**src/rtl/vote_pkg.sv**
```systemverilog
// Shared types for the four-voter ballot front end.
package vote_pkg;

    localparam int NUM_VOTERS = 4;

    typedef enum logic [1:0] {
        IDLE = 2'd0,
        OPEN = 2'd1,
        DONE = 2'd2
    } vote_state_t;

    typedef logic [NUM_VOTERS-1:0] ballot_t;

endpackage

```
**src/rtl/vote_debounce.sv**
```systemverilog
// One voter button: 2-flop synchronizer, stability-count debouncer and a
// registered one-cycle pulse on each rising edge of the debounced level.
module vote_debounce #(
    parameter int DEB_CYCLES = 4
) (
    input  logic clk,
    input  logic rst_n,
    input  logic din,
    output logic rise
);

    localparam int CW = $clog2(DEB_CYCLES + 1);

    logic          sync1;
    logic          sync2;
    logic          level;
    logic [CW-1:0] cnt;

    always_ff @(posedge clk or negedge rst_n) begin
        if (!rst_n) begin
            sync1 <= 1'b0;
            sync2 <= 1'b0;
            level <= 1'b0;
            cnt   <= '0;
            rise  <= 1'b0;
        end else begin
            sync1 <= din;
            sync2 <= sync1;
            rise  <= 1'b0;
            // Any sample matching the current level restarts the stability run.
            if (sync2 == level) begin
                cnt <= '0;
            end else if (cnt == CW'(DEB_CYCLES - 1)) begin
                level <= sync2;
                cnt   <= '0;
                rise  <= sync2;
            end else begin
                cnt <= cnt + CW'(1);
            end
        end
    end

endmodule

```
**src/rtl/vote_ballot_collector.sv**
```systemverilog
// Collects one sticky vote per voter during a timed window and hands the
// ballot downstream with valid/ready. Optional VOTE_EARLY_CLOSE_EN closes the
// window as soon as all voters have voted.
module vote_ballot_collector
    import vote_pkg::*;
#(
    parameter int DEB_CYCLES    = 4,
    parameter int WINDOW_CYCLES = 1000
) (
    input  logic                  clk,
    input  logic                  rst_n,
    input  logic                  start,
    input  logic                  clr,
    input  logic [NUM_VOTERS-1:0] btn,
    output ballot_t               ballot,
    output logic                  ballot_valid,
    input  logic                  ballot_ready,
    output ballot_t               voted,
    output logic                  busy
);

    localparam int WCW = $clog2(WINDOW_CYCLES);

    vote_state_t    state;
    logic [WCW-1:0] win_cnt;
    ballot_t        deb_rise;
    ballot_t        capt;
    logic           early;

    for (genvar i = 0; i < NUM_VOTERS; i++) begin : g_deb
        vote_debounce #(
            .DEB_CYCLES (DEB_CYCLES)
        ) u_deb (
            .clk   (clk),
            .rst_n (rst_n),
            .din   (btn[i]),
            .rise  (deb_rise[i])
        );
    end

    // Include this cycle's rises so an edge on the last OPEN cycle still counts.
    assign capt = voted | deb_rise;

`ifdef VOTE_EARLY_CLOSE_EN
    assign early = (voted == '1);
`else
    assign early = 1'b0;
`endif

    assign busy = (state != IDLE);

    always_ff @(posedge clk or negedge rst_n) begin
        if (!rst_n) begin
            state        <= IDLE;
            win_cnt      <= '0;
            voted        <= '0;
            ballot       <= '0;
            ballot_valid <= 1'b0;
        end else if (clr) begin
            state        <= IDLE;
            win_cnt      <= '0;
            voted        <= '0;
            ballot_valid <= 1'b0;
        end else begin
            case (state)
                IDLE: begin
                    if (start) begin
                        state   <= OPEN;
                        win_cnt <= WCW'(WINDOW_CYCLES - 1);
                        voted   <= '0;
                    end
                end
                OPEN: begin
                    voted   <= capt;
                    win_cnt <= win_cnt - WCW'(1);
                    if (win_cnt == '0 || early) begin
                        state        <= DONE;
                        win_cnt      <= '0;
                        ballot       <= capt;
                        ballot_valid <= 1'b1;
                    end
                end
                DONE: begin
                    if (ballot_valid && ballot_ready) begin
                        state        <= IDLE;
                        ballot_valid <= 1'b0;
                    end
                end
                default: state <= IDLE;
            endcase
        end
    end

endmodule

```
**config.mk**
```make
export PLATFORM = sky130hd
export DESIGN_NAME = vote_ballot_collector
export DESIGN_NICKNAME = d
export VERILOG_FILES = /design/src/rtl/vote_pkg.sv /design/src/rtl/vote_debounce.sv /design/src/rtl/vote_ballot_collector.sv
export SDC_FILE = /design/constraint.sdc
export NUM_CORES = 1
export LEC_CHECK = 0
export ABC_AREA = 1
export CAP_MARGIN = 20
export CORE_MARGIN = 10
export CORE_UTILIZATION = 46
export DETAILED_ROUTE_END_ITERATION = 10
export PLACE_DENSITY_LB_ADDON = 0.3
export SETUP_SLACK_MARGIN = 0.02
export SLEW_MARGIN = 20
export SYNTH_ARGS = -nofsm -noshare
export SYNTH_HDL_FRONTEND = slang
export SYNTH_SLANG_ARGS = --single-unit
```
**constraint.sdc**
```tcl
create_clock -name clk -period 1.5 [get_ports clk]
set_input_delay 0.3 -clock clk [delete_from_list [all_inputs] [get_ports clk]]
set_output_delay 0.3 -clock clk [all_outputs]
set_load 0.01 [all_outputs]
```
==> results of run 1 <==
-- cells by family (layout without fill, tap and decap cells) --
group / after synthesis / after routing
adders and majority gates: 5 / 5
buffers and inverters: 33 / 75
AOI/OAI and AO/OA: 22 / 22
and+or+nand+nor: 122 / 123
DFF: 49 / 49
xor gates and xnor gates: 7 / 7
-- per-stage QoR --
| step | hold WS [ns] | utilization [%] | worst slack (ns) | area, sq um | std cells |
|---|---|---|---|---|---|
| after detailed placement | 0.304 | 53.6 | -0.136 | 2500 | 318 |
| final | 0.354 | 57.9 | 0.100 | 2700 | 335 |
| after CTS | 0.358 | 56.8 | 0.0379 | 2650 | 330 |
| after floorplan | 0.00441 | - | 0.0937 | 2190 | 238 |
| after global routing | 0.367 | 57.9 | 0.0211 | 2700 | 335 |
| after global placement | 0.303 | 53.6 | -0.0968 | 2500 | 318 |
-- synth_stat cells (all sizes together) --
library cell and instances:
o31ai 1, ha 5, nor3 8, buf 1, xor2 3, inv 31, a21oi 5, o21ai 15
nand4 4, dfrtp 49, clkinv 1, nand2 69, nor2 28, nand3 13, xnor2 4, o22ai 1
-- registers in the layout (all words and copies together), names as in the netlist --
signal and flops:
g_deb.u_deb.cnt 12, win_cnt 10, ballot 4, g_deb.u_deb.level 4, g_deb.u_deb.rise 4, g_deb.u_deb.sync1 4, g_deb.u_deb.sync2 4, voted 4
state 2, ballot_valid 1
-- routing by layer --
layer	part of all wire (%)	vias up
met5	0	-
met4	1.5	0
met3	3.5	7
met2	51	27
met1	44	776
li1	-	831
-- power breakdown --
part           switching, uW  total [uW]  internal [uW]
sequential               170        1720           1550
combinational            687        1180            497
clock                    429         929            500
-- timing repair --
item                                   CTS  global route
setup endpoints to repair               14            14
gates resized for setup                 12             3
gates cloned                             1             0
hold buffers                             1             0
buffers inserted                         2             5
pin swaps                                0             2
endpoints found under the hold margin   49             0
-- how the worst max path moves through the flow --
stage / end / depth (start not counted)
after floorplan: win_cnt[7] / 9
after global placement: win_cnt[0] / 4
after detailed placement: voted[0] / 4
after CTS: ballot[1] / 8
after global routing: ballot[1] / 8
final: busy / 3
-- cell type report --
type	instances	area [sq um]	area share [%]
inverter	32	120	4.45
clock inverter	3	43.8	1.62
tap	54	67.6	2.50
timing repair buffer	35	307	11.4
sequential	49	1230	45.5
clock buffer	5	68.8	2.55
multi-input combinational	157	865	32.1
==> results.yml, run 1 <==
outcome:
  outcome: "finished clean"
synth:
  synth.avg_cell_area_sq_um: 9.19
  synthAdderAreaFrac_pct: 2.86
  synth_cell_types: 27
  yosys.area_share.xor_xnor_pct: 2.80
  synth.area.top_cells: "dfrtp_1, nand2_1, inv_1"
  synth_top_area_cell: "dfrtp_1"
  synth_seq_area_share_pct: 56.0
  netlist_instances: 238
  netlist_area_sq_mm: 0.00219
  synthMuxAreaShare_pct: 0
  synth_top_family_by_area: "simple AND/OR/NAND/NOR gates"
  syn_nets: 252
  synth_seq_cells: 49
  synth_top_area_share_pct: 56.0
  synth_compound_area_share_pct: 5.55
  synthSimpleGateAreaFrac_pct: 26.8
  yosys_warnings: 0
route:
  routed_wl_mm: 3.99
  ant_nets: 0
  remaining_drc_errors: 0
  firstDrtPassIters: 4
  drtIter0Drc: 74
  via_per_inst: 4.90
  vias: 1641
  wl_per_cell_um: 11.9
global_routing:
  use_met1_pct: 13.2
  overflow: 0
  grt_use_met3_pct: 2.64
  grt_pass1_wl_mm: 7.13
  grt_antenna_before_repair: 0
  grt_max_degree: 50
  grt_use_total_pct: 11.3
  top_usage_layer: "met2"
  first_global_vias: 1620
  grt_use_met2_pct: 19.3
sta:
  setup_tns_ns: 0
  hold_viol: 0
  post-route-period-util_pct: 93.3
  worstMarginPinSlew_ns: 0.580
  max_freq_mhz: 715
  finalSetupViolCount: 0
  slew-limit-headroom_pct: 61.3
  fin_skew_ns: 0.00403
  rsz0062_at_grt: "no"
  fin_crit_ns: 1.40
  finalMaxSlewViolations: 0
place:
  port_buffers: 18
  gp_congestion: 0.849
  hpwl_mm: 2.80
clock_tree:
  clk_root_buffer_cell: "clkbuf_8"
  cts_made_buffers: 5
  clkTransAtPathRegs_ns: 0.09
  clkSinkCount: 49
  clkLatencyLatePin_ns: 0.29
  cts_tree: "built"
  ctsHtreeMaxLevel: 2
  cts_buffer_depth: 2
critical_path:
  critPathLaunchType: "register"
  cp.required_ns: 1.20
  r2r_setup_slack_ns: 0.11
  rr_endpoint: "ballot[2]"
  cp_slowest_cell: "dfrtp_1"
  r2r_cells: 8
  cp.arrival_ns: 1.10
  critPathBufInv: 2
  critPathKind: "register to primary output"
  cp_slowest_stage_delay_ns: 0.40
  crit_path_end_kind: "primary output"
  startpoint: "state[1]"
  path_cells: "inv_2, nand2_2, clkdlybuf4s15_1"
  critPathMaxFanout: 4
  reg2reg_from: "win_cnt[1]"
  crit_family: "flip-flops"
cells_and_area:
  layout_commonest_cell: "nand2_1"
  final_cell_mix: "nand2_1, dfrtp_1, inv_1"
  nFillCells: 403
  drive_above_1_share_pct: 17.4
  final_nets: 294
  diodes: 0
  syn_to_final_growth_pct: 23.3
power_and_ir_drop:
  p_leak_uw: 0.00141
  ir_drop_v: 0.000860
  power.density_mw_per_mm2: 1420
  p_total_uw: 3830
hold_path:
  hp-start: "g_deb[0].u_deb.sync1"
  whs_endpoint: "g_deb[0].u_deb.sync2"
  hold_depth: 0
  hold_class: "register to register"
die:
  coreArea_sq_mm: 0.00466
  dieHeight_um: 89.0
  dieArea_sq_mm: 0.00792
  die_w_um: 89.0
  rows: 25
  ioPinCount: 19
  initial_utilization_pct: 47.0
job:
  maxCapViolCount: 0
No activity file was read; power rests on OpenSTA's default activity.
==> run 2: changes to the inputs <==
Settings changed: ABC_AREA 1 to default.
==> run 2 against run 1 <==
Against the previous run: the run now ends with negative setup slack left; maximum frequency fell by 14%; flip-flop and latch count unchanged; power shrank 3.2%; sequential share of layout area fell by 0.99 points; highest routed layer unchanged; non-clock buffer count rose by 15; final cell count is 15% lower; global-route usage is 0.87 points higher; design area grew 2.2%; clock-buffer cell count is the same.
==> results.yml, run 2 <==
power_and_ir_drop:
  power.density_mw_per_mm2: 1350
  p_leak_uw: 0.00125
  ir_drop_v: 0.000760
clock_tree:
  ctsHtreeMaxLevel: 2
  cts_buffer_depth: 2
  cts_tree: "built"
  clkLatencyLatePin_ns: 0.30
  clk_root_buffer_cell: "clkbuf_8"
  clkTransAtPathRegs_ns: 0.09
  clkSinkCount: 49
  cts_made_buffers: 5
synth:
  synth_edf_count: 0
  synth_cell_types: 37
  yosys_warnings: 0
  synth_top_area_share_pct: 58.5
  synth_top_area_cell: "dfrtp_1"
  synth.area.top_cells: "dfrtp_1, ha_1, nor2b_1"
  netlist_instances: 180
  yosysMostFrequentCell: "dfrtp_1"
  netlist_area_sq_mm: 0.00210
  synth_common_cells: "dfrtp_1, nor2_1, nand2_1, nor2b_1"
  synth_seq_cells: 49
  synth.avg_cell_area_sq_um: 11.7
  synth_seq_area_share_pct: 58.5
  ys.flop_type: "dfrtp_1"
  syn_nets: 194
  async_flop_share_pct: 100
die:
  initial_utilization_pct: 47.8
  die_w_um: 87.5
  coreArea_sq_mm: 0.00438
  dieArea_sq_mm: 0.00766
  ioPinCount: 19
  dieHeight_um: 87.5
  rows: 24
hold_path:
  hold_class: "register to register"
  hp-start: "g_deb[0].u_deb.sync1"
cells_and_area:
  largest_register_ff_count: 12
  top_register: "g_deb.u_deb.cnt"
  syn_to_final_growth_pct: 31.5
  final_cell_mix: "dfrtp_1, buf_4, nor2_1"
  final_nets: 246
  diodes: 0
  layout_commonest_cell: "dfrtp_1"
  final-seq-area_sq_mm: 0.00123
  nFillCells: 339
  largest_registers: "g_deb.u_deb.cnt (12), win_cnt (10)"
  drive_above_1_share_pct: 28.8
  final_cells: 285
  multiInputGateArea_sq_um: 922
place:
  hpwl_mm: 3.16
  gp_congestion: 0.865
  dp.cells: 268
  port_buffers: 18
critical_path:
  path_cells: "or4_4, nor4_4, buf_4, mux2i_1"
  reg2reg_from: "win_cnt[7]"
  critPathLaunchType: "register"
  cp_slowest_stage_delay_ns: 0.60
  crit_path_end_kind: "register"
  cp.required_ns: 1.73
  startpoint: "win_cnt[7]"
  critPathMaxFanout: 5
  cp.arrival_ns: 1.86
  critPathKind: "register to register"
  cp_slowest_cell: "or4_4"
job:
  maxCapViolCount: 0
outcome:
  outcome: "complete, but fails checks"
  failed_checks: "negative setup slack"
sta:
  worstMarginPinSlew_ns: 0.368
  slew-limit-headroom_pct: 75.4
  hold_viol: 0
  rsz0062_at_grt: "yes"
  finalSetupViolCount: 9
  fin_crit_ns: 1.63
  setup_tns_ns: -0.726
  finalMaxSlewViolations: 0
  fin_skew_ns: 0.00499
  fin_ws_ns: -0.132
  post-route-period-util_pct: 109
  max_freq_mhz: 613
global_routing:
  grt_use_total_pct: 12.2
  grt_pass1_wl_mm: 7.49
  grt_max_degree: 50
  overflow: 0
  grt_antenna_before_repair: 0
  first_global_vias: 1637
route:
  firstDrtPassIters: 4
  via_per_inst: 5.47
  ant_nets: 0
  drtIter0Drc: 73
  wl_per_cell_um: 15.4
  routed_wl_mm: 4.39
  remaining_drc_errors: 0
  vias: 1558
## run 2: cell types whose count changed after synthesis, moves of 6 or more
cell,delta
nand2_1,-51
nor2_1,-9
nand3_1,-12
inv_1,-19
nor2b_1,+8
o21ai_1,-13
nor3b_1,+6
## run 2: layout make-up
class                   count  area share, %
inverters                   7          0.953
repair buffers             50           15.5
well taps                  52           2.36
clock buffers               5           2.50
clock inverters             3          0.771
multi-input cells         119           33.4
flip-flops and latches     49           44.5
## run 2: worst paths after layout
| path | endpoint | slack, ns | cells after the start |
|---|---|---|---|
| worst max-delay path | ballot[2] | -0.13 | 4 |
| worst min-delay path | g_deb[0].u_deb.sync2 | 0.35 | 0 |
| worst max register to register | ballot[2] | -0.13 | 4 |
| worst min register to register | g_deb[0].u_deb.sync2 | 0.35 | 0 |
| max in group asynchronous | g_deb[3].u_deb.rise | 0.77 | 3 |
| min in group asynchronous | win_cnt[8] | 0.49 | 3 |
## run 2: worst max-delay path: cells and delay by family (launching register included)
family | cells | cell delay [ns]
buffers and inverters | 1 | 0.19
multiplexers | 1 | 0.20
AND/OR/NAND/NOR | 2 | 0.76
flip-flops | 1 | 0.39
## run 2: cell families (layout without fill, tap and decap cells)
group	after synthesis	in the layout	share of synthesized area (%)
simple gates	64	64	18.3
xor+xnor	5	5	2.09
fa+ha+maj	5	5	2.98
buf+inv	12	65	2.15
flops	49	49	58.5
mux	8	8	4.06
compound gates	37	37	11.9
## run 2: per-stage QoR
stage          hold WS [ns]  power (uW)  setup WS (ns)  utilization, %  instance area [sq um]
2_1_floorplan       0.00441        2400        -0.0663               -                   2130
3_3_place_gp          0.298        2790        -0.0831            57.7                   2530
3_5_place_dp          0.301        2870         -0.144            57.7                   2530
4_1_cts               0.357        3660         -0.128            60.3                   2640
5_1_grt               0.360        3970         -0.228            62.9                   2760
6_report              0.354        3710         -0.132            62.9                   2760
## run 2: what timing repair did
action	in CTS	in global routing
gates resized for setup	18	15
hold buffers	1	0
buffers inserted	2	7
pin swaps	2	6
hold endpoints to repair	49	0
setup endpoints to repair	21	18
## run 2: report_power, final
group          leakage (uW)  switching (uW)  total, uW  internal (uW)
clock network     0.0000445             444        775            331
registers          0.000619             169       1750           1580
logic              0.000586             587       1190            604
## run 2: metal layers
metal,global-route usage [%],share of wire [%]
met5,0,0
met4,4.35,1.7
met3,3.56,4.4
met2,21.3,53
met1,13.7,41
==> run 3: changes to the inputs <==
Settings changed: CORE_ASPECT_RATIO from default to 0.8.
==> run 3 against run 2 <==
Against the previous run: the run still ends with negative setup slack left; wire length up 0.71%; clock power down 2%; clock-buffer cell count unchanged; clock skew up 0.0015 ns; maximum frequency up 2.6%; first-iteration DRC count up 90%; largest power group unchanged.
==> results.yml, run 3 (synthesis gave the netlist of run 2 again) <==
place:
  hpwl_mm: 3.22
  gp_congestion: 0.815
  dp.cells: 270
  port_buffers: 18
global_routing:
  overflow: 0
  grt_pass1_wl_mm: 7.32
  grt_use_total_pct: 11.9
  grt_antenna_before_repair: 0
  first_global_vias: 1594
  grt_max_degree: 38
cells_and_area:
  final_nets: 241
  final_cells: 285
  final_cell_mix: "dfrtp_1, buf_4, nor2_1"
  syn_to_final_growth_pct: 30.0
  largest_register_ff_count: 12
  top_register: "g_deb.u_deb.cnt"
  layout_commonest_cell: "dfrtp_1"
  drive_above_1_share_pct: 26.8
  diodes: 0
  largest_registers: "g_deb.u_deb.cnt (12), win_cnt (10)"
job:
  maxCapViolCount: 0
power_and_ir_drop:
  p_leak_uw: 0.00122
  intPower_uw: 2480
  swShare_pct: 32.0
  switchingPower_uw: 1170
  p_total_uw: 3650
  seq_power_share_pct: 47.8
  pwr-share-clk_pct: 20.8
  power.density_mw_per_mm2: 1340
  pwr-share-comb_pct: 31.3
  ir_drop_v: 0.000957
critical_path:
  critPathMaxFanout: 3
  crit_path_end_kind: "register"
  cp.required_ns: 1.72
  critPathKind: "register to register"
  critPathLaunchType: "register"
  cp.arrival_ns: 1.81
die:
  coreArea_sq_mm: 0.00428
  die_w_um: 95.5
  ioPinCount: 19
  dieArea_sq_mm: 0.00768
  dieHeight_um: 80.4
  rows: 21
  initial_utilization_pct: 49.0
route:
  firstDrtPassIters: 4
  ant_nets: 0
  via_per_inst: 5.49
  vias: 1566
  wl_per_cell_um: 15.5
  routed_wl_mm: 4.42
  drtIter0Drc: 139
  remaining_drc_errors: 0
sta:
  worstMarginPinSlew_ns: 0.396
  max_freq_mhz: 629
  fin_crit_ns: 1.59
  fin_ws_ns: -0.0909
  fin_skew_ns: 0.00650
  slew-limit-headroom_pct: 73.4
  hold_viol: 0
  finalSetupViolCount: 8
  rsz0062_at_grt: "yes"
  post-route-period-util_pct: 106
  holdWs_ns: 0.353
  finalMaxSlewViolations: 0
clock_tree:
  clk_root_buffer_cell: "clkbuf_8"
  ctsHtreeMaxLevel: 2
  cts_made_buffers: 5
  clkTransAtPathRegs_ns: 0.09
  cts_tree: "built"
  cts_buffer_depth: 2
  clkLatencyLatePin_ns: 0.29
  clkSinkCount: 49
hold_path:
  hold_class: "register to register"
outcome:
  outcome: "complete, but fails checks"
  failed_checks: "negative setup slack"
run 3: cell count changes in the layout (fill, tap and decap cells not counted), sizes merged:
cell  before  now
buf       33   28
run 3: timing repair:
item                                    4_1_cts  5_1_grt
endpoints found under the hold margin        12        0
gates cloned                                  0        0
hold buffers                                  1        0
pin swaps                                     1        6
endpoints found under the setup margin       21       17
resized for setup                            17       14
buffers inserted                              4        2
run 3: power groups by stage:
stage          sequential (uW)  clock (uW)  combinational [uW]
6_report                  1740         759                1140
5_1_grt                   1780         848                1280
4_1_cts                   1750         791                1080
3_5_place_dp              1770           0                1080
3_3_place_gp              1750           0                1030
2_1_floorplan             1780           0                 625
run 3: area by class of cell:
class                   instances  area, sq um
clock buffers                   5         68.8
clock inverters                 3         21.3
fillers                       319         1560
inverters                       7         26.3
multi-input cells             119          922
flip-flops and latches         49         1230
well taps                      57         71.3
repair buffers                 45          388
run 3: final timing paths:
kind / endpoint / start / slack, ns / cells after the start
max in group asynchronous: g_deb[3].u_deb.rise / rst_n / 0.57 / 3
setup reg to reg: win_cnt[4] / win_cnt[1] / -0.09 / 7
setup / recovery: win_cnt[4] / win_cnt[1] / -0.09 / 7
hold / removal: g_deb[0].u_deb.sync2 / g_deb[0].u_deb.sync1 / 0.35 / 0
min in group asynchronous: win_cnt[7] / rst_n / 0.43 / 2
hold reg to reg: g_deb[0].u_deb.sync2 / g_deb[0].u_deb.sync1 / 0.35 / 0
run 3: per-layer routing:
metal	wire (um)	track usage (%)
met5	0	0
met2	2110	19.8
met4	41	3.09
met1	1980	14.7
met3	299	3.62
run 3: critical path, cell delays in order (launching register included):
cell and delay, ns:
dfrtp_1 0.41, inv_2 0.08, ha_4 0.14, buf_4 0.11, nand2b_4 0.06, or4_1 0.40, a21o_1 0.19, a21oi_1 0.13
run 3: stage by stage:
step           TNS, ns  worst slack (ns)  util, %  cell area, sq um
3_5_place_dp     -1.06            -0.151     58.7              2510
4_1_cts         -0.509           -0.0991     61.8              2650
6_report        -0.589           -0.0909     63.6              2730
2_1_floorplan   -0.371           -0.0663        -              2130
3_3_place_gp    -0.532           -0.0894     58.7              2510
5_1_grt          -1.45            -0.217     63.6              2730
==> RTL change 1 (config.mk and constraints of run 1) <==
Encoding of `vote_state_t`: now one-hot (3 bits for 3 states).
--- a/src/rtl/vote_pkg.sv
+++ b/src/rtl/vote_pkg.sv
@@ -3,10 +3,10 @@
 
     localparam int NUM_VOTERS = 4;
 
-    typedef enum logic [1:0] {
-        IDLE = 2'd0,
-        OPEN = 2'd1,
-        DONE = 2'd2
+    typedef enum logic [2:0] {
+        IDLE = 3'b001,
+        OPEN = 3'b010,
+        DONE = 3'b100
     } vote_state_t;
 
     typedef logic [NUM_VOTERS-1:0] ballot_t;
Check against the original RTL: same outputs for any inputs over 10 cycles, from zero or initial values and one cycle with rst_n low; not proved beyond that.
==> RTL change 1 against run 1 <==
The run now ends with negative setup slack left; wire length rose by 12%; sequential cell count is 1 higher; synthesized area rose by 3.7%; first-iteration DRC count up 31%; combinational power shrank 7%; design area rose by 6.4%; critical path depth up 6; setup slack got worse by 120 ps; total power fell by 2.7%; via count rose by 3.8%; largest cell class unchanged.
==> RTL change 1: results (changes against run 1) <==
status = complete, but fails checks (was finished clean)
failing checks = negative setup slack
GPL Wtd Cong = 0.8889 (was 0.8493)
final wirelength = 4475 µm (was 3990 µm)
fin cells = 356 (was 335)
total power draw = 3.731 mW (was 3.834 mW)
slew margin rel. = 73.84% (was 61.31%)
DR vias/cell = 4.784 (was 4.899)
CP max FO = 8 (was 4)
Compound-Gate Fraction of Synth Area = 4.851% (was 5.546%)
Synth Area in Adders = 2.756% (was 2.859%)
syn nets = 258 (was 252)
PnR worst setup slack = -21.78 ps (was 100.5 ps)
Synth area leaders = dfrtp_1, nand2_1, inv_1 (unchanged)
filler instances = 408 (was 403)
reg2reg end = win_cnt[1] (was ballot[2])
register area share after synthesis = 55.18% (was 56.03%)
smallest hold slack = 353.8 ps (was 353.7 ps)
Syn Area/Cell = 9.302 µm² (was 9.195 µm²)
GRT Util Overall = 10.80% (was 11.31%)
Cell Area, Placed = 2611 µm² (was 2500 µm²)
Synth Area in XOR/XNOR = 2.701% (was 2.802%)
global-route wire length before repair = 7452 µm (was 7134 µm)
endpoints failing setup = 2 (was 0)
Peak VDD IR = 0.0006849 V (was 0.0008596 V)
Reg-to-Reg Start = state[0] (was win_cnt[1])
Power Density = 1300 nW/µm² (was 1421 nW/µm²)
Worst Clk Skew = 7.938 ps (was 4.029 ps)
hpwl dp = 3028 µm (was 2804 µm)
## RTL change 1: worst max-delay path, cell delays in order (launching register included)
cell     delay [ps]
dfstp_2         560
inv_2            60
nor2_4           90
nand2_4          50
buf_6           130
nand2_8          70
nand2_4          70
a21oi_4         250
nand2_1          90
o21ai_1          90
## RTL change 1: worst max-delay path by stage
stage	from	endpoint	cells after the start
5_1_grt	state[0]	win_cnt[1]	9
3_3_place_gp	clr	win_cnt[2]	5
2_1_floorplan	win_cnt[0]	win_cnt[7]	9
4_1_cts	state[0]	win_cnt[1]	9
3_5_place_dp	clr	win_cnt[1]	5
6_report	state[0]	win_cnt[1]	9
## RTL change 1: logic make-up after synthesis
kind of cell,Yosys count
AOI/OAI and AO/OA,17
xor gates and xnor gates,7
buffers and inverters,32
adders and majority gates,5
and+or+nand+nor,133
DFF,50
## RTL change 1: layout make-up
type / count / share of cell area, %
tap: 67 / 2.921
inverter: 30 / 4.054
multi-input combinational: 165 / 33.44
timing repair buffer: 37 / 12.03
sequential: 50 / 43.64
clock inverter: 1 / 1.046
clock buffer: 6 / 2.877
## RTL change 1: timing repair
action | in CTS | in global routing
pin swaps | 4 | 5
endpoints found under the hold margin | 12 | 0
hold buffers | 1 | 0
setup endpoints to repair | 20 | 20
gates resized for setup | 16 | 9
buffers inserted | 4 | 3
gates cloned | 1 | 2
## RTL change 1: metal layers
| layer | up-vias | routed length (µm) | GRT usage (%) |
|---|---|---|---|
| li1 | 864 | - | - |
| met2 | 34 | 2220 | 18.46 |
| met3 | 4 | 192 | 3.325 |
| met5 | - | 0 | 0 |
| met1 | 801 | 2028 | 12.70 |
| met4 | 0 | 34 | 3.183 |
## RTL change 1: power by group
group,internal (mW),leakage (nW),switching [mW]
Sequential,1.56,0.649,0.136
Combinational,0.458,0.735,0.638
Clock,0.533,0.0573,0.407
==> RTL change 2 (config.mk and constraints of run 1) <==
Without the edit above. `DEB_CYCLES` is set to 4 in 2 places; all go to 8.
--- a/src/rtl/vote_debounce.sv
+++ b/src/rtl/vote_debounce.sv
@@ -1,7 +1,7 @@
 // One voter button: 2-flop synchronizer, stability-count debouncer and a
 // registered one-cycle pulse on each rising edge of the debounced level.
 module vote_debounce #(
-    parameter int DEB_CYCLES = 4
+    parameter int DEB_CYCLES = 8
 ) (
     input  logic clk,
     input  logic rst_n,
--- a/src/rtl/vote_ballot_collector.sv
+++ b/src/rtl/vote_ballot_collector.sv
@@ -4,7 +4,7 @@
 module vote_ballot_collector
     import vote_pkg::*;
 #(
-    parameter int DEB_CYCLES    = 4,
+    parameter int DEB_CYCLES    = 8,
     parameter int WINDOW_CYCLES = 1000
 ) (
     input  logic                  clk,
Function: changed (Yosys sat finds a counterexample within 10 cycles, from zero or initial values and one cycle with rst_n low).
==> RTL change 2 against run 1 <==
Sequential cell count rose by 4; synthesized area rose by 7.3%; total power rose by 7.5%; largest cell class unchanged; design area rose by 9.6%; setup slack got worse by 34 ps; critical endpoint is now win_cnt[7]; wire length rose by 14%; via count rose by 11%; critical path type is now flip-flop to flip-flop; clock power rose by 7.4%.
==> RTL change 2: results (changes against run 1) <==
status = finished clean (unchanged)
Yosys cell types = 24 (was 27)
pin count of the biggest net entering global routing = 54 (was 50)
Placed Cells = 358 (was 318)
Syn Area/Cell = 8.891 µm² (was 9.195 µm²)
Pleak = 1.455 nW (was 1.408 nW)
Int Power = 2.747 mW (was 2.548 mW)
Flop+latch power = 1.90 mW (was 1.72 mW)
kind of cell adding the most delay to the critical path = buffers and inverters (was flip-flops)
CP arrival = 1630 ps (was 1100 ps)
M1 GR Usage = 13.77% (was 13.23%)
largest stage delay on the critical path = 370 ps (was 400 ps)
Synth top area share = 56.50% (was 56.03%)
syn nets = 278 (was 252)
clock network power = 0.998 mW (was 0.929 mW)
met2 Use GR = 18.96% (was 19.35%)
Worst Clk Skew = 13.20 ps (was 4.029 ps)
Non-clk bufs = 38 (was 35)
DR vias/cell = 4.838 (was 4.899)
vias = 1824 (was 1641)
postcts setup bufs = 8 (was 2)
clock buffers = 6 (was 5)
Post-synth top cells = nand2_1, dfrtp_1, inv_1, nor2_1, nand3_1 (was nand2_1, dfrtp_1, inv_1)
CP max FO = 3 (was 4)
multi-input combinational area share = 32.54% (was 32.05%)
RTL change 2: cell count changes after synthesis, sizes merged, moves of 2 or more:
cell / before / now
nor3: 8 / 3
nand4: 4 / 2
dfrtp: 49 / 53
nor2: 28 / 37
nand2: 69 / 65
a21oi: 5 / 7
nand3: 13 / 21
inv: 31 / 35
o21ai: 15 / 19
or2: 0 / 4
RTL change 2: final timing paths:
kind / startpoint / slack (ps) / end
worst max-delay path: win_cnt[0] / 70 / win_cnt[7]
worst min-delay path: g_deb[2].u_deb.sync1 / 350 / g_deb[2].u_deb.sync2
worst max register to register: win_cnt[0] / 70 / win_cnt[7]
worst min register to register: g_deb[2].u_deb.sync1 / 350 / g_deb[2].u_deb.sync2
max in group asynchronous: rst_n / 740 / g_deb[1].u_deb.cnt[2]
min in group asynchronous: rst_n / 500 / win_cnt[3]
RTL change 2: cell families (layout without fill, tap and decap cells):
kind of cell,count (synthesis),count (layout)
xor+xnor,8,8
compound gates,28,28
buf+inv,36,81
fa+ha+maj,5,5
flops,53,53
simple gates,134,135
